<file path="config.mk">
export PLATFORM = sky130hd
export DESIGN_NAME = ex_operand_stage_flat
export DESIGN_NICKNAME = d
export VERILOG_FILES = /design/src/rtl/riscv_pkg.sv /design/src/rtl/ex_operand_stage_if.sv /design/src/rtl/ex_operand_stage_alu_ctrl.sv /design/src/rtl/ex_operand_stage.sv /design/src/flat_wrapper.sv
export SDC_FILE = /design/constraint.sdc
export NUM_CORES = 1
export LEC_CHECK = 0
export CAP_MARGIN = 30
export CORE_AREA = 2 2 142 144
export CTS_CLUSTER_DIAMETER = 50
export DETAILED_ROUTE_END_ITERATION = 12
export DIE_AREA = 0 0 144 146
export GPL_ROUTABILITY_DRIVEN = 0
export GPL_TIMING_DRIVEN = 0
export PLACE_DENSITY = 0.77
export RECOVER_POWER = 25
export SYNTH_ARGS = -nofsm -noshare
export SYNTH_HDL_FRONTEND = slang
export SYNTH_SLANG_ARGS = --single-unit
</file>
<file path="constraint.sdc">
create_clock -name i_clk -period 2.8 [get_ports i_clk]
set_input_delay 0.28 -clock i_clk [delete_from_list [all_inputs] [get_ports i_clk]]
set_output_delay 0.28 -clock i_clk [all_outputs]
set_load 0.1 [all_outputs]
</file>
<file path="src/rtl/riscv_pkg.sv">
// Shared RV32I decode constants for the EX operand stage: ALU select codes,
// operand source selectors, major opcodes and the NOP field values.
package riscv_pkg;

    typedef enum logic [3:0] {
        ALU_ADD  = 4'b0000,
        ALU_SUB  = 4'b0001,
        ALU_SLL  = 4'b0010,
        ALU_SLT  = 4'b0011,
        ALU_SLTU = 4'b0100,
        ALU_XOR  = 4'b0101,
        ALU_SRL  = 4'b0110,
        ALU_SRA  = 4'b0111,
        ALU_OR   = 4'b1000,
        ALU_AND  = 4'b1001
    } alu_sel_e;

    typedef enum logic [1:0] {
        A_RS1  = 2'b00,
        A_PC   = 2'b01,
        A_ZERO = 2'b10
    } a_sel_e;

    typedef enum logic [1:0] {
        B_RS2  = 2'b00,
        B_IMM  = 2'b01,
        B_FOUR = 2'b10
    } b_sel_e;

    localparam logic [6:0] OPC_OP     = 7'b0110011;
    localparam logic [6:0] OPC_OP_IMM = 7'b0010011;
    localparam logic [6:0] OPC_LOAD   = 7'b0000011;
    localparam logic [6:0] OPC_STORE  = 7'b0100011;
    localparam logic [6:0] OPC_BRANCH = 7'b1100011;
    localparam logic [6:0] OPC_LUI    = 7'b0110111;
    localparam logic [6:0] OPC_AUIPC  = 7'b0010111;
    localparam logic [6:0] OPC_JAL    = 7'b1101111;
    localparam logic [6:0] OPC_JALR   = 7'b1100111;

    // NOP is ADDI x0, x0, 0
    localparam logic [6:0] NOP_OPCODE   = OPC_OP_IMM;
    localparam logic [2:0] NOP_FUNCT3   = 3'b000;
    localparam logic       NOP_FUNCT7_5 = 1'b0;

    // Shared OP / OP-IMM funct3 decode; only register-register ops may SUB.
    function automatic alu_sel_e op_alu_sel(input logic [2:0] funct3,
                                            input logic       funct7_5,
                                            input logic       is_op);
        alu_sel_e sel;
        case (funct3)
            3'b000:  sel = (is_op && funct7_5) ? ALU_SUB : ALU_ADD;
            3'b001:  sel = ALU_SLL;
            3'b010:  sel = ALU_SLT;
            3'b011:  sel = ALU_SLTU;
            3'b100:  sel = ALU_XOR;
            3'b101:  sel = funct7_5 ? ALU_SRA : ALU_SRL;
            3'b110:  sel = ALU_OR;
            default: sel = ALU_AND;
        endcase
        return sel;
    endfunction

endpackage

</file>
<file path="src/rtl/ex_operand_stage_if.sv">
// Decode-side handshake, producer forwarding buses and ALU-facing outputs of
// the EX operand stage; master drives the stage, slave is the stage itself.
interface ex_operand_stage_if #(
    parameter int DATA_WIDTH     = 32,
    parameter int REG_ADDR_WIDTH = 5
);
    logic                      i_valid;
    logic                      o_ready;
    logic                      i_stall;
    logic                      i_flush;
    logic [6:0]                i_opcode;
    logic [2:0]                i_funct3;
    logic                      i_funct7_5;
    logic [REG_ADDR_WIDTH-1:0] i_rs1_addr;
    logic [REG_ADDR_WIDTH-1:0] i_rs2_addr;
    logic [REG_ADDR_WIDTH-1:0] i_rd_addr;
    logic [DATA_WIDTH-1:0]     i_rs1_data;
    logic [DATA_WIDTH-1:0]     i_rs2_data;
    logic [DATA_WIDTH-1:0]     i_imm;
    logic [DATA_WIDTH-1:0]     i_pc;
    logic [REG_ADDR_WIDTH-1:0] i_exmem_rd;
    logic [REG_ADDR_WIDTH-1:0] i_memwb_rd;
    logic                      i_exmem_we;
    logic                      i_memwb_we;
    logic [DATA_WIDTH-1:0]     i_exmem_data;
    logic [DATA_WIDTH-1:0]     i_memwb_data;
    logic                      o_valid;
    logic [DATA_WIDTH-1:0]     o_src_a;
    logic [DATA_WIDTH-1:0]     o_src_b;
    logic [3:0]                o_alu_sel;
    logic [DATA_WIDTH-1:0]     o_store_data;
    logic [REG_ADDR_WIDTH-1:0] o_rd_addr;
    logic                      o_reg_we;
    logic                      o_illegal;

    modport master (
        output i_valid, i_stall, i_flush, i_opcode, i_funct3, i_funct7_5,
               i_rs1_addr, i_rs2_addr, i_rd_addr, i_rs1_data, i_rs2_data,
               i_imm, i_pc, i_exmem_rd, i_memwb_rd, i_exmem_we, i_memwb_we,
               i_exmem_data, i_memwb_data,
        input  o_ready, o_valid, o_src_a, o_src_b, o_alu_sel, o_store_data,
               o_rd_addr, o_reg_we, o_illegal
    );

    modport slave (
        input  i_valid, i_stall, i_flush, i_opcode, i_funct3, i_funct7_5,
               i_rs1_addr, i_rs2_addr, i_rd_addr, i_rs1_data, i_rs2_data,
               i_imm, i_pc, i_exmem_rd, i_memwb_rd, i_exmem_we, i_memwb_we,
               i_exmem_data, i_memwb_data,
        output o_ready, o_valid, o_src_a, o_src_b, o_alu_sel, o_store_data,
               o_rd_addr, o_reg_we, o_illegal
    );
endinterface

</file>
<file path="src/rtl/ex_operand_stage_alu_ctrl.sv">
// Combinational decode of opcode/funct fields into ALU select, operand
// source selects, destination-write qualifier and illegal-instruction flag.
module alu_ctrl
    import riscv_pkg::*;
(
    input  logic [6:0] opcode,
    input  logic [2:0] funct3,
    input  logic       funct7_5,
    output alu_sel_e   alu_sel,
    output a_sel_e     a_sel,
    output b_sel_e     b_sel,
    output logic       writes_rd,
    output logic       illegal
);

    always_comb begin
        alu_sel   = ALU_ADD;
        a_sel     = A_RS1;
        b_sel     = B_IMM;
        writes_rd = 1'b1;
        illegal   = 1'b0;
        case (opcode)
            OPC_OP: begin
                b_sel   = B_RS2;
                alu_sel = op_alu_sel(funct3, funct7_5, 1'b1);
            end
            OPC_OP_IMM: begin
                alu_sel = op_alu_sel(funct3, funct7_5, 1'b0);
            end
            OPC_LOAD: begin
            end
            OPC_STORE: begin
                writes_rd = 1'b0;
            end
            OPC_BRANCH: begin
                b_sel     = B_RS2;
                writes_rd = 1'b0;
                case (funct3)
                    3'b000, 3'b001: alu_sel = ALU_SUB;
                    3'b100, 3'b101: alu_sel = ALU_SLT;
                    3'b110, 3'b111: alu_sel = ALU_SLTU;
                    default:        illegal = 1'b1;
                endcase
            end
            OPC_LUI: begin
                a_sel = A_ZERO;
            end
            OPC_AUIPC: begin
                a_sel = A_PC;
            end
            OPC_JAL, OPC_JALR: begin
                a_sel = A_PC;
                b_sel = B_FOUR;
            end
            default: begin
                illegal   = 1'b1;
                writes_rd = 1'b0;
            end
        endcase
    end

endmodule

</file>
<file path="src/rtl/ex_operand_stage.sv">
// ID/EX pipeline register with EX/MEM and MEM/WB forwarding, feeding the ALU
// operands and select one cycle after an instruction is accepted from decode.
module ex_operand_stage
    import riscv_pkg::*;
#(
    parameter int DATA_WIDTH     = 32,
    parameter int REG_ADDR_WIDTH = 5
) (
    input logic              i_clk,
    input logic              i_reset_n,
    ex_operand_stage_if.slave bus
);

    logic                      valid_q;
    logic [6:0]                opcode_q;
    logic [2:0]                funct3_q;
    logic                      funct7_5_q;
    logic [REG_ADDR_WIDTH-1:0] rs1_addr_q;
    logic [REG_ADDR_WIDTH-1:0] rs2_addr_q;
    logic [REG_ADDR_WIDTH-1:0] rd_addr_q;
    logic [DATA_WIDTH-1:0]     rs1_data_q;
    logic [DATA_WIDTH-1:0]     rs2_data_q;
    logic [DATA_WIDTH-1:0]     imm_q;
    logic [DATA_WIDTH-1:0]     pc_q;

    logic [DATA_WIDTH-1:0]     rs1_fwd;
    logic [DATA_WIDTH-1:0]     rs2_fwd;

    alu_sel_e                  alu_sel;
    a_sel_e                    a_sel;
    b_sel_e                    b_sel;
    logic                      writes_rd;
    logic                      illegal;

    alu_ctrl u_alu_ctrl (
        .opcode    (opcode_q),
        .funct3    (funct3_q),
        .funct7_5  (funct7_5_q),
        .alu_sel   (alu_sel),
        .a_sel     (a_sel),
        .b_sel     (b_sel),
        .writes_rd (writes_rd),
        .illegal   (illegal)
    );

    // A zero source address never matches a producer, so x0 always reads 0.
    always_comb begin
        rs1_fwd = rs1_data_q;
        if (rs1_addr_q == '0)
            rs1_fwd = '0;
        else if (bus.i_exmem_we && (bus.i_exmem_rd == rs1_addr_q))
            rs1_fwd = bus.i_exmem_data;
        else if (bus.i_memwb_we && (bus.i_memwb_rd == rs1_addr_q))
            rs1_fwd = bus.i_memwb_data;
    end

    always_comb begin
        rs2_fwd = rs2_data_q;
        if (rs2_addr_q == '0)
            rs2_fwd = '0;
        else if (bus.i_exmem_we && (bus.i_exmem_rd == rs2_addr_q))
            rs2_fwd = bus.i_exmem_data;
        else if (bus.i_memwb_we && (bus.i_memwb_rd == rs2_addr_q))
            rs2_fwd = bus.i_memwb_data;
    end

    always_ff @(posedge i_clk or negedge i_reset_n) begin
        if (!i_reset_n) begin
            valid_q    <= 1'b0;
            opcode_q   <= NOP_OPCODE;
            funct3_q   <= NOP_FUNCT3;
            funct7_5_q <= NOP_FUNCT7_5;
            rs1_addr_q <= '0;
            rs2_addr_q <= '0;
            rd_addr_q  <= '0;
            rs1_data_q <= '0;
            rs2_data_q <= '0;
            imm_q      <= '0;
            pc_q       <= '0;
        end else if (bus.i_flush || (!bus.i_stall && !bus.i_valid)) begin
            valid_q    <= 1'b0;
            opcode_q   <= NOP_OPCODE;
            funct3_q   <= NOP_FUNCT3;
            funct7_5_q <= NOP_FUNCT7_5;
            rs1_addr_q <= '0;
            rs2_addr_q <= '0;
            rd_addr_q  <= '0;
            rs1_data_q <= '0;
            rs2_data_q <= '0;
            imm_q      <= '0;
            pc_q       <= '0;
        end else if (bus.i_stall) begin
            // Latch forwarded operands so a producer retiring mid-stall is kept.
            rs1_data_q <= rs1_fwd;
            rs2_data_q <= rs2_fwd;
        end else begin
            valid_q    <= 1'b1;
            opcode_q   <= bus.i_opcode;
            funct3_q   <= bus.i_funct3;
            funct7_5_q <= bus.i_funct7_5;
            rs1_addr_q <= bus.i_rs1_addr;
            rs2_addr_q <= bus.i_rs2_addr;
            rd_addr_q  <= bus.i_rd_addr;
            rs1_data_q <= bus.i_rs1_data;
            rs2_data_q <= bus.i_rs2_data;
            imm_q      <= bus.i_imm;
            pc_q       <= bus.i_pc;
        end
    end

    always_comb begin
        case (a_sel)
            A_PC:    bus.o_src_a = pc_q;
            A_ZERO:  bus.o_src_a = '0;
            default: bus.o_src_a = rs1_fwd;
        endcase
    end

    always_comb begin
        case (b_sel)
            B_RS2:   bus.o_src_b = rs2_fwd;
            B_FOUR:  bus.o_src_b = DATA_WIDTH'(4);
            default: bus.o_src_b = imm_q;
        endcase
    end

    assign bus.o_ready      = !bus.i_stall;
    assign bus.o_valid      = valid_q;
    assign bus.o_alu_sel    = alu_sel;
    assign bus.o_store_data = rs2_fwd;
    assign bus.o_rd_addr    = rd_addr_q;
    assign bus.o_illegal    = illegal;
    assign bus.o_reg_we     = valid_q && writes_rd && (rd_addr_q != '0) && !illegal;

endmodule

</file>
<file path="src/flat_wrapper.sv">
// flat-port wrapper written by rule: the top's interface ports become plain ports
module ex_operand_stage_flat import riscv_pkg::*;
#(
    parameter int DATA_WIDTH     = 32,
    parameter int REG_ADDR_WIDTH = 5
)
  (i_clk, i_reset_n, bus_i_valid, bus_i_stall, bus_i_flush, bus_i_opcode, bus_i_funct3, bus_i_funct7_5, bus_i_rs1_addr, bus_i_rs2_addr, bus_i_rd_addr, bus_i_rs1_data, bus_i_rs2_data, bus_i_imm, bus_i_pc, bus_i_exmem_rd, bus_i_memwb_rd, bus_i_exmem_we, bus_i_memwb_we, bus_i_exmem_data, bus_i_memwb_data, bus_o_ready, bus_o_valid, bus_o_src_a, bus_o_src_b, bus_o_alu_sel, bus_o_store_data, bus_o_rd_addr, bus_o_reg_we, bus_o_illegal);
  ex_operand_stage_if #(.DATA_WIDTH(DATA_WIDTH), .REG_ADDR_WIDTH(REG_ADDR_WIDTH)) bus_i ();
  input logic i_clk;
  input logic i_reset_n;
  input wire logic [$bits(bus_i.i_valid)-1:0] bus_i_valid;
  input wire logic [$bits(bus_i.i_stall)-1:0] bus_i_stall;
  input wire logic [$bits(bus_i.i_flush)-1:0] bus_i_flush;
  input wire logic [$bits(bus_i.i_opcode)-1:0] bus_i_opcode;
  input wire logic [$bits(bus_i.i_funct3)-1:0] bus_i_funct3;
  input wire logic [$bits(bus_i.i_funct7_5)-1:0] bus_i_funct7_5;
  input wire logic [$bits(bus_i.i_rs1_addr)-1:0] bus_i_rs1_addr;
  input wire logic [$bits(bus_i.i_rs2_addr)-1:0] bus_i_rs2_addr;
  input wire logic [$bits(bus_i.i_rd_addr)-1:0] bus_i_rd_addr;
  input wire logic [$bits(bus_i.i_rs1_data)-1:0] bus_i_rs1_data;
  input wire logic [$bits(bus_i.i_rs2_data)-1:0] bus_i_rs2_data;
  input wire logic [$bits(bus_i.i_imm)-1:0] bus_i_imm;
  input wire logic [$bits(bus_i.i_pc)-1:0] bus_i_pc;
  input wire logic [$bits(bus_i.i_exmem_rd)-1:0] bus_i_exmem_rd;
  input wire logic [$bits(bus_i.i_memwb_rd)-1:0] bus_i_memwb_rd;
  input wire logic [$bits(bus_i.i_exmem_we)-1:0] bus_i_exmem_we;
  input wire logic [$bits(bus_i.i_memwb_we)-1:0] bus_i_memwb_we;
  input wire logic [$bits(bus_i.i_exmem_data)-1:0] bus_i_exmem_data;
  input wire logic [$bits(bus_i.i_memwb_data)-1:0] bus_i_memwb_data;
  output wire logic [$bits(bus_i.o_ready)-1:0] bus_o_ready;
  output wire logic [$bits(bus_i.o_valid)-1:0] bus_o_valid;
  output wire logic [$bits(bus_i.o_src_a)-1:0] bus_o_src_a;
  output wire logic [$bits(bus_i.o_src_b)-1:0] bus_o_src_b;
  output wire logic [$bits(bus_i.o_alu_sel)-1:0] bus_o_alu_sel;
  output wire logic [$bits(bus_i.o_store_data)-1:0] bus_o_store_data;
  output wire logic [$bits(bus_i.o_rd_addr)-1:0] bus_o_rd_addr;
  output wire logic [$bits(bus_i.o_reg_we)-1:0] bus_o_reg_we;
  output wire logic [$bits(bus_i.o_illegal)-1:0] bus_o_illegal;
  assign bus_i.i_valid = bus_i_valid;
  assign bus_i.i_stall = bus_i_stall;
  assign bus_i.i_flush = bus_i_flush;
  assign bus_i.i_opcode = bus_i_opcode;
  assign bus_i.i_funct3 = bus_i_funct3;
  assign bus_i.i_funct7_5 = bus_i_funct7_5;
  assign bus_i.i_rs1_addr = bus_i_rs1_addr;
  assign bus_i.i_rs2_addr = bus_i_rs2_addr;
  assign bus_i.i_rd_addr = bus_i_rd_addr;
  assign bus_i.i_rs1_data = bus_i_rs1_data;
  assign bus_i.i_rs2_data = bus_i_rs2_data;
  assign bus_i.i_imm = bus_i_imm;
  assign bus_i.i_pc = bus_i_pc;
  assign bus_i.i_exmem_rd = bus_i_exmem_rd;
  assign bus_i.i_memwb_rd = bus_i_memwb_rd;
  assign bus_i.i_exmem_we = bus_i_exmem_we;
  assign bus_i.i_memwb_we = bus_i_memwb_we;
  assign bus_i.i_exmem_data = bus_i_exmem_data;
  assign bus_i.i_memwb_data = bus_i_memwb_data;
  assign bus_o_ready = bus_i.o_ready;
  assign bus_o_valid = bus_i.o_valid;
  assign bus_o_src_a = bus_i.o_src_a;
  assign bus_o_src_b = bus_i.o_src_b;
  assign bus_o_alu_sel = bus_i.o_alu_sel;
  assign bus_o_store_data = bus_i.o_store_data;
  assign bus_o_rd_addr = bus_i.o_rd_addr;
  assign bus_o_reg_we = bus_i.o_reg_we;
  assign bus_o_illegal = bus_i.o_illegal;
  ex_operand_stage #(.DATA_WIDTH(DATA_WIDTH), .REG_ADDR_WIDTH(REG_ADDR_WIDTH)) u_core (.i_clk(i_clk), .i_reset_n(i_reset_n), .bus(bus_i));
endmodule
</file>
==> summary.md <==
For the headroom to the max-slew limit, the log shows 0.0163. The core area was 19300 sq um; the detail-routed via count per cell was 6.76. Power spread over the standard cell area amounts to 429 nW/um^2. Setup violations remaining at the end of the flow were counted as 78.

The minimum clock period after layout works out to 3.10 ns. The completed layout was analyzed and its total power is 6.58 mW. Prior to clock tree synthesis, the placed netlist has a worst setup slack of -1.35 ns.

The data arrival time at the worst-slack endpoint was 2.82 ns. The detail route stage leaves a number of antenna-violating nets equal to 0. After the first detailed-routing iteration, the DRC count stood at 1196. The number of slew-limit violations in the final report is 0. Setup repair after global routing could not meet its margin everywhere. The sequential group share of total power is 0.363.

The internal portion of the total power is 4.30 mW. In this run, synthesis inferred 0 flip-flops with an integrated enable. Of all nets on the critical path, the largest fanout is 10. The cell sitting at the root of the clock tree is a clkbuf_16. The initial antenna violation count was 3; the clock transition time at the flip-flop clock pins of the worst setup and hold paths was 0.07 ns. Portion of the clock cycle consumed by the worst path in the final layout: 1.11. The critical path is of the reg -> out type. For this run, design rule violations remaining after detail routing come to 0. Derived from the worst setup path, the maximum achievable clock frequency is 0.323 GHz. Number of global-route vias before repair: 9589. The routed length per instance is 29.9 microns, and the share of total power consumed by net switching is 0.346. The tools report the clock net sink count as 155.

Input and output buffers added on the ports amount to 343. The worst setup margin was -0.299 ns; the number of maximum-capacitance constraint violations was 0. The post-synthesis sequential element count came out at 155. Buffers inserted during clock tree synthesis total 17. For the share of power burned in combinational logic, the log shows 0.298.

The final global-route overflow total was 0. The synthesized area was 8430 sq um. The run gives 15300 sq um as the design area. Share of flip-flops with an asynchronous set or reset after synthesis: 1.00. The tools report the initial core utilization as 0.436. Element type at the critical path end: a primary output.

The final reports fail on negative setup slack. The count of distinct cell types in the synthesized netlist came out at 42. In the synthesized netlist the dominant register cell turns out to be dfrtp_1.

The transition at the pin with the smallest max-transition slack was 1.48 ns; the synthesis warning total was 0. The H-tree level count was 4. The share of post-route cells with drive strength above 1 was 0.309; the die extent in y was 146 microns.

The first global-routing pass estimated 59.5 mm of wire. Final net count: 1449. The tools report the type of element launching the critical path as a register. Sum of net half-perimeters after detailed placement: 29.9 mm. For the leakage power, the log shows 6.31 nW. Summing over every cut layer, the via total after detailed routing is 10102.

The number of cell rows is 51, and the I/O pin count is 344. The clock passes through at most 2 buffers. The part of the Yosys area used for sequential elements was 0.460; the post-synthesis net count was 1057.

The highest ir drop seen on vdd was 0.403 mV; the gate count of the mapped netlist was 821. The clock skew after layout came out at 0.0110 ns. Summing all placed instances gives a cell area of 12600 sq um. The worst-skew pair later-pin latency is 0.43 ns. TritonCTS built the clock tree.

For the worst setup path, the data required time is 2.52 ns. Summed over all failing endpoints, the final setup total negative slack is -10.30 ns. Relative to the synthesized area, the layout overhead comes to 81.9%. The run finished, with violations left. The largest net degree at the start of global routing is 98. The tools report the overall die area as 21000 sq um. The die extent in x works out to 144 microns.

Type of the most critical hold path: in -> reg. For the share of total power in the clock network, the log shows 0.338. The logs give 0 for the number of hold-slack violations in the final timing report and 44.7 mm for the overall routed net length.

Before antenna repair, the detailed router went through 5 iterations. The average instance in the mapped netlist occupies 10.3 sq um. For this design the total switching power over the nets is 2.28 mW. The global-route usage over all layers is 0.380.
-- stage by stage --
stage / cells / hold WS, ns / utilization
after floorplan: 821 / -0.0156 / -
after global placement: 1429 / 0.483 / 0.650
after detailed placement: 1431 / 0.290 / 0.653
after CTS: 1479 / 0.398 / 0.750
after global routing: 1494 / 0.436 / 0.793
final: 1494 / 0.416 / 0.793
-- worst max-delay path: stages, from the launching register on --
cell      delay (ns)
dfrtp_1         0.45
xnor2_1         0.17
nand3_1         0.11
nor2_1          0.43
clkbuf_1        0.46
a221o_1         0.31
a32o_4          0.26
buf_12          0.18
-- routing by layer --
metal | share of wire | routed length [microns] | GRT usage | up-vias
met5 | 0 | 0 | 0 | -
met4 | 0.067 | 2990 | 0.191 | 0
met3 | 0.13 | 5590 | 0.0981 | 229
met1 | 0.36 | 15900 | 0.490 | 4875
li1 | - | - | - | 4052
met2 | 0.45 | 20200 | 0.589 | 946
-- power groups by stage --
stage | clock, mW | combinational (mW) | sequential, mW
after floorplan | 0 | 0.871 | 2.42
after global placement | 0 | 1.58 | 2.41
after detailed placement | 0 | 1.60 | 2.41
after CTS | 2.20 | 1.78 | 2.38
after global routing | 2.30 | 2.01 | 2.39
final | 2.23 | 1.96 | 2.39
-- state kept, by name, indices dropped and copies added, names as in the netlist --
register              cells
u_core.bus.o_rd_addr      5
u_core.bus.o_valid        1
u_core.funct3_q           3
u_core.funct7_5_q         1
u_core.imm_q             32
u_core.opcode_q           7
u_core.pc_q              32
u_core.rs1_addr_q         5
u_core.rs1_data_q        32
u_core.rs2_addr_q         5
u_core.rs2_data_q        32
-- Yosys cell counts (8+ instances only) --
master / n / area (sq um)
a21oi_1: 8 / 40.0
o21ai_0: 33 / 165
o31ai_1: 14 / 105
and3_1: 9 / 56.3
or3_1: 35 / 219
nand2_1: 35 / 131
dfrtp_1: 152 / 3800
and2_1: 56 / 350
xnor2_1: 19 / 166
a32o_1: 66 / 661
a22o_1: 131 / 1150
a221o_1: 31 / 310
nor3_1: 34 / 170
clkbuf_1: 75 / 282
nand3_1: 29 / 145
a31oi_1: 25 / 156
nor2_1: 14 / 52.6
-- timing repair --
action / CTS / global route
gates cloned: 3 / 6
gates resized for setup: 916 / 197
setup buffers: 15 / 6
hold endpoints to repair: 55 / 0
hold buffers: 1 / 0
endpoints found under the setup margin: 102 / 100
pin swaps: 13 / 49
-- worst paths after layout --
path | cells after the start | slack [ns] | startpoint | to
min in group asynchronous | 2 | 0.76 | i_reset_n | u_core.bus.o_rd_addr[4]$_DFFE_PN0P_
max in group asynchronous | 3 | 0.42 | i_reset_n | u_core.rs1_data_q[16]$_DFF_PN0_
worst max-delay path | 7 | -0.30 | u_core.rs1_addr_q[3]$_DFFE_PN0P_ | bus_o_src_a[26]
worst min-delay path | 3 | 0.42 | bus_i_rs1_data[21] | u_core.rs1_data_q[21]$_DFF_PN0_
worst min register to register | 1 | 0.50 | u_core.imm_q[15]$_DFFE_PN0P_ | u_core.imm_q[15]$_DFFE_PN0P_
worst max register to register | 6 | 0.59 | u_core.rs1_addr_q[3]$_DFFE_PN0P_ | u_core.rs1_data_q[20]$_DFF_PN0_
-- cells in the final DEF, fill, tap and decap left out, drive strengths merged, types with 5 or more instances in the layout --
cell / synthesis / final
nor2: 15 / 15
a221o: 33 / 33
o21ai: 33 / 33
a32o: 66 / 66
dfrtp: 152 / 152
nand2: 35 / 35
xnor2: 19 / 19
or3: 35 / 35
buf: 11 / 137
a22o: 132 / 132
clkdlybuf4s50: 0 / 239
clkbuf: 75 / 97
o31ai: 14 / 14
clkinv: 0 / 5
nand3: 29 / 29
nor3: 34 / 34
a31oi: 25 / 25
a221oi: 7 / 7
inv: 7 / 13
and2: 56 / 56
and3: 9 / 9
a21oi: 8 / 8
-- final cells by class --
class                           count  area (sq um)
Tap cell                          265           332
Multi-Input combinational cell    573          5450
Clock buffer                       18           439
Buffer                             84           604
Antenna cell                        3          7.51
Sequential cell                   155          3890
Clock inverter                     14           110
Timing Repair Buffer              375          4480
Fill cell                        1118          4000
Inverter                            7          26.3
-- cell families (layout without fill, tap and decap cells) --
family,after synthesis,after routing,share of synthesized area
AND/OR/NAND/NOR,224,224,0.144
other,0,3,0
AO/OA/AOI/OAI,327,327,0.327
flip-flops,155,155,0.460
buffers and inverters,93,498,0.0455
XOR/XNOR,21,21,0.0218
adder cells (fa/ha/maj),1,1,0.00148
Power figures use the tool's default switching activity.
